==> src/rtl/serial_pkg.sv <==
// Shared definitions for the serial link transmitter and receiver.
package serial_pkg;

    typedef enum logic [1:0] {
        IDLE  = 2'd0,
        START = 2'd1,
        DATA  = 2'd2,
        STOP  = 2'd3
    } tx_state_t;

    localparam logic LINE_IDLE  = 1'b1;
    localparam logic LINE_START = 1'b0;

    localparam int unsigned DATA_WIDTH = 4;

endpackage

==> src/rtl/piso_shift_reg.sv <==
// Parallel-load, shift-right register presenting its LSB as the serial bit.
module piso_shift_reg
    import serial_pkg::*;
#(
    parameter int unsigned WIDTH = DATA_WIDTH
) (
    input  logic             clk,
    input  logic             reset,
    input  logic             load,
    input  logic             shift,
    input  logic [WIDTH-1:0] d,
    output logic             ser
);

    logic [WIDTH-1:0] shreg;

    // Load has priority over shift; zeros fill from the top.
    always_ff @(posedge clk) begin
        if (reset) begin
            shreg <= '0;
        end else if (load) begin
            shreg <= d;
        end else if (shift) begin
            shreg <= {1'b0, shreg[WIDTH-1:1]};
        end
    end

    assign ser = shreg[0];

endmodule

==> src/rtl/serial_tx.sv <==
// Framed serial transmitter: start bit, WIDTH data bits LSB-first, STOP_BITS stop bits.
module serial_tx
    import serial_pkg::*;
#(
    parameter int unsigned WIDTH     = DATA_WIDTH,
    parameter int unsigned STOP_BITS = 1
) (
    input  logic             clk,
    input  logic             reset,
    input  logic [WIDTH-1:0] d,
    input  logic             load_valid,
    output logic             load_ready,
    output logic             sout,
    output logic             busy,
    output logic             done
);

    localparam int unsigned     CNT_W     = $clog2(WIDTH);
    localparam logic [CNT_W-1:0] LAST_BIT  = CNT_W'(WIDTH - 1);
    localparam logic             LAST_STOP = 1'(STOP_BITS - 1);

    tx_state_t        state;
    logic [CNT_W-1:0] bit_cnt;
    logic             stop_cnt;
    logic             accept;
    logic             shift_en;
    logic             ser_bit;

    assign load_ready = (state == IDLE) && !reset;
    assign accept     = load_valid && load_ready;
    // START shift pre-positions bit 1 so sout can be registered one edge ahead.
    assign shift_en   = (state == START) || (state == DATA);

    piso_shift_reg #(
        .WIDTH (WIDTH)
    ) u_piso (
        .clk   (clk),
        .reset (reset),
        .load  (accept),
        .shift (shift_en),
        .d     (d),
        .ser   (ser_bit)
    );

    always_ff @(posedge clk) begin
        if (reset) begin
            state    <= IDLE;
            sout     <= LINE_IDLE;
            busy     <= 1'b0;
            done     <= 1'b0;
            bit_cnt  <= '0;
            stop_cnt <= 1'b0;
        end else begin
            done <= 1'b0;
            case (state)
                IDLE: begin
                    if (accept) begin
                        state   <= START;
                        sout    <= LINE_START;
                        busy    <= 1'b1;
                        bit_cnt <= '0;
                    end
                end
                START: begin
                    state <= DATA;
                    sout  <= ser_bit;
                end
                DATA: begin
                    if (bit_cnt == LAST_BIT) begin
                        state    <= STOP;
                        sout     <= LINE_IDLE;
                        stop_cnt <= 1'b0;
                    end else begin
                        sout    <= ser_bit;
                        bit_cnt <= bit_cnt + CNT_W'(1);
                    end
                end
                STOP: begin
                    if (stop_cnt == LAST_STOP) begin
                        state <= IDLE;
                        busy  <= 1'b0;
                        done  <= 1'b1;
                    end else begin
                        stop_cnt <= stop_cnt + 1'b1;
                    end
                end
                default: begin
                    state <= IDLE;
                    sout  <= LINE_IDLE;
                    busy  <= 1'b0;
                end
            endcase
        end
    end

endmodule

==> config.mk <==
export PLATFORM = sky130hd
export DESIGN_NAME = serial_tx
export DESIGN_NICKNAME = d
export VERILOG_FILES = /design/src/rtl/serial_pkg.sv /design/src/rtl/piso_shift_reg.sv /design/src/rtl/serial_tx.sv
export SDC_FILE = /design/constraint.sdc
export NUM_CORES = 1
export LEC_CHECK = 0
export ABC_AREA = 1
export BUFFER_PORTS_ARGS = -buffer_cell sky130_fd_sc_hd__buf_4
export CAP_MARGIN = 5
export CELL_PAD_IN_SITES_DETAIL_PLACEMENT = 0
export CELL_PAD_IN_SITES_GLOBAL_PLACEMENT = 1
export CORE_UTILIZATION = 32
export DETAILED_ROUTE_END_ITERATION = 6
export MAX_ROUTING_LAYER = met4
export PLACE_DENSITY_LB_ADDON = 0.1
export SLEW_MARGIN = 40
export SYNTH_ARGS = -nofsm -noshare
export SYNTH_HDL_FRONTEND = slang
export SYNTH_SLANG_ARGS = --single-unit
==> constraint.sdc <==
create_clock -name clk -period 1.2 [get_ports clk]
set_input_delay 0.12 -clock clk [delete_from_list [all_inputs] [get_ports clk]]
set_output_delay 0.12 -clock clk [all_outputs]
set_load 0.005 [all_outputs]
==> results.txt <==
----------------------------------------------------
[Layout]
  Filler Cell Count ... between 150 and 200
  Count of placed standard cells in the final layout, fillers left out ... 133
  Count of antenna diodes in the layout ... 0
  Synth-to-Final Area Change ... 49.7%
  Total area of multi-input combinational cells ... between 400 and 500 sq um
  Post-route cell area ... 882 sq um
  Sequential cell area ... around 230 sq um
  Fraction of final layout cells sized beyond drive strength 1 ... 40.7%
  Final nets ... approximately 120

[Pwr]
  Sw Share ... 42.4%
  IR Drop Worst-Case VDD ... 0.00134 V
  Part of the total power dissipated in the clock network ... 10.8%
  Pint ... 1.32 mW
  Switching power of the nets ... 975 uW
  Static leakage ... 0.410 nW
  Relative contribution of sequential cells to total power ... between 20% and 30%
  Power density over the cells ... 2610 mW/mm^2
  Share of power burned in combinational logic ... 63.9%

[Synth]
  Post-synthesis instance total ... 86
  Cell type with the largest total area after synthesis ... sky130_fd_sc_hd__dfxtp_1
  Post-synth top area share ... a little under two fifths
  Synth warnings ... 0
  Ranking of synthesized cells by area ... sky130_fd_sc_hd__dfxtp_1 37%, sky130_fd_sc_hd__nand2_1 13%, sky130_fd_sc_hd__ha_1 11%, sky130_fd_sc_hd__nand3_1 8.5%, sky130_fd_sc_hd__nor2_1 8.3%
  Leading post-synthesis cells by instance count ... 21 x sky130_fd_sc_hd__nand2_1, 13 x sky130_fd_sc_hd__nor2_1, 11 x sky130_fd_sc_hd__dfxtp_1, 10 x sky130_fd_sc_hd__nand3_1, 9 x sky130_fd_sc_hd__inv_1
  Distinct cells, synth ... 14
  Commonest register cell after synthesis ... sky130_fd_sc_hd__dfxtp_1
  Number of nets in the synthesized netlist ... 98
  Count of flip-flops with a built-in enable after synthesis ... 0
  Post-synthesis instance area ... 589 sq um
  Fraction of registers with async set or reset after synthesis ... 0%
  Synthesized flop and latch total ... 11
  Average footprint of a synthesized cell ... 6.85 sq um
  Sequential cell area fraction in the yosys report ... 37.4%
  Most frequently used cell type in the post-synthesis netlist ... sky130_fd_sc_hd__nand2_1

[Clocking]
  Sinks on the clock net ... 11
  H-tree depth ... 1
  Clock-pin slew of the registers on the worst-case setup and hold paths ... ~70 ps
  Clk Tree Root Cell ... sky130_fd_sc_hd__clkbuf_4
  Total of hold buffers inserted after clock tree synthesis ... 0
  Max Root-Sink Buffers ... 2
  Clock tree from TritonCTS ... done
  Latest clock arrival within the worst-skew pair ... around 270 ps
  Number of clock buffers inserted by TritonCTS ... 3

[Floorplan]
  Core Box Area ... 0.00173 sq mm
  Initial core utilization ... roughly 34%
  Overall die height ... 44.9 um
  Boundary pin count ... 11
  Area of the die ... 0.00202 sq mm
  Row count ... 15
  DIE WIDTH ... 44.9 um

[GRT]
  First-pass GRT wire length ... 2.30 mm
  Pin count of the biggest net entering global routing ... 10
  Remaining global-route overflow ... 0
  Number of global-route vias before repair ... 537
  Overall fraction of global-route tracks in use ... between 15 and 20%
  Initial antenna violation count ... 0

[Placed design]
  Inst Count DP ... 126
  Gpl congestion ... 0.785
  Cell area after placement ... 733 sq um
  Port bufs ... 10
  Sum of net half-perimeters after detailed placement ... 962 um

[Setup path]
  Largest delay contributor family on the critical path ... flip-flops
  Buf/Inv on CP ... 3
  Required time worst endpoint ... 1080 ps
  Most prevalent standard cell on the critical path ... sky130_fd_sc_hd__inv_4
  CP startpoint kind ... flip-flop
  Highest-delay cell along the critical path ... sky130_fd_sc_hd__dfxtp_2
  Worst path cell trace ... inv_4, ha_4, inv_4, nor2_4, buf_6
  Peak fanout along the critical path ... 3
  Worst path arrival time ... 1110 ps
  Max stage delay on crit path ... 340 ps
  Worst setup EP type ... output pin
  Worst Path Class, Setup ... reg -> out

[STA]
  Max-slew violation count ... 0
  Minimum clock period after layout ... 1230 ps
  Total count of hold-check failures in the final report ... 0
  Final Skew ... 8.42 ps
  Final cycle utilization of the critical path ... 102%
  Setup repair after global routing missed its margin ... yes
  Setup TNS after final layout ... -28.5 ps
  Worst Max-Slew Pin Slew ... ~280 ps
  Worst-case setup margin in the final layout ... -27.9 ps
  Final setup violation count ... 2
  FMAX ... 814 MHz
  Relative max-transition margin ... about four fifths

[Worst hold path]
  Hold Path Class ... in -> reg

[Detailed routing]
  DR DRC count ... 0
  Wire length after detailed routing ... 1.42 mm
  Via total after detailed routing ... 609
  Routed wire per std cell ... 10.7 um
  Antenna-violating nets left ... 0
  DR pass1 iterations ... 4
  Number of vias per cell after detailed routing ... approximately 4.6
  Iteration-0 DRC count of the detailed router ... 12

[Flow run]
  Number of maximum-capacitance violations ... 0

[Status]
  Violations in the final reports ... negative setup slack
  Status ... complete, but fails checks

----------------------------------------------------
-- cells in the final DEF (no fill, tap or decap), types with 3 or more instances in the layout --
| cell | n |
|---|---|
| sky130_fd_sc_hd__nand3_2 | 3 |
| sky130_fd_sc_hd__buf_4 | 17 |
| sky130_fd_sc_hd__nor2_2 | 3 |
| sky130_fd_sc_hd__a21oi_1 | 5 |
| sky130_fd_sc_hd__nor2_1 | 9 |
| sky130_fd_sc_hd__nand2_1 | 21 |
| sky130_fd_sc_hd__inv_2 | 3 |
| sky130_fd_sc_hd__dfxtp_1 | 9 |
| sky130_fd_sc_hd__inv_1 | 6 |
| sky130_fd_sc_hd__nand3_1 | 7 |
| sky130_fd_sc_hd__inv_4 | 3 |
| sky130_fd_sc_hd__ha_1 | 3 |
| sky130_fd_sc_hd__clkbuf_4 | 3 |
-- sequential cells by signal (all words and copies together) (netlist names) --
signal        flops
u_piso.shreg      4
done              1
state             2
bit_cnt           2
sout              1
busy              1
-- worst paths after layout --
| path | slack [ps] | cells past startpoint | start | end |
|---|---|---|---|---|
| worst max-delay path | -30 | 5 | state[0] | load_ready |
| worst min-delay path | 70 | 3 | d[0] | u_piso.shreg[0] |
| worst max register to register | 0 | 7 | state[1] | sout |
| worst min register to register | 480 | 2 | u_piso.shreg[3] | u_piso.shreg[3] |
-- per-layer routing --
metal / vias to the layer above / share of wire, % / routed length [um] / track usage [%]
met5: - / 0 / 0 / -
met4: 0 / 0.70 / 10 / 9.09
met3: 2 / 3.7 / 53 / 2.40
met2: 12 / 48 / 679 / 24.7
met1: 276 / 48 / 678 / 21.8
li1: 319 / - / - / -
-- through the flow --
stage	util, %	setup slack, ps	total power [mW]	hold slack, ps
final	51.1	-27.9	2.30	72.0
after global routing	51.1	-79.6	2.50	72.7
after CTS	48.1	-30.5	2.13	71.2
after detailed placement	42.5	-114	1.56	353
after global placement	42.5	-96.1	1.56	344
after floorplan	-	3.21	1.20	189
-- final cells by class --
type | instances | share of cell area [%]
sequential | 11 | 25.5
clock buffer | 4 | 2.98
timing repair buffer | 18 | 15.7
tap | 25 | 3.55
multi-input combinational | 62 | 45.4
inverter | 13 | 6.81
-- worst reg2reg max path: cells and delay by family (launching register included) --
kind,cells,cell delay (ps)
fa+ha+maj,1,170
compound gates,1,120
flops,1,380
buf+inv,2,190
simple gates,3,220
-- kinds of logic after synthesis --
family / after synthesis / share of synthesized area (%)
compound gates: 11 / 10.8
fa+ha+maj: 5 / 10.6
buf+inv: 13 / 8.28
flops: 11 / 37.4
simple gates: 46 / 32.9
-- power groups by stage --
| stage | logic (mW) | clock network, mW | registers, mW |
|---|---|---|---|
| 3_3_place_gp | 1.01 | 0 | 0.548 |
| 3_5_place_dp | 1.02 | 0 | 0.545 |
| 4_1_cts | 1.30 | 0.258 | 0.564 |
| 6_report | 1.47 | 0.249 | 0.581 |
| 2_1_floorplan | 0.654 | 0 | 0.547 |
| 5_1_grt | 1.63 | 0.279 | 0.595 |
-- what timing repair did --
| action | CTS | global route |
|---|---|---|
| pin swaps | 2 | 5 |
| buffers inserted | 3 | 0 |
| gates resized for setup | 15 | 12 |
| setup endpoints to repair | 11 | 11 |
No activity file was read; power rests on OpenSTA's default activity.
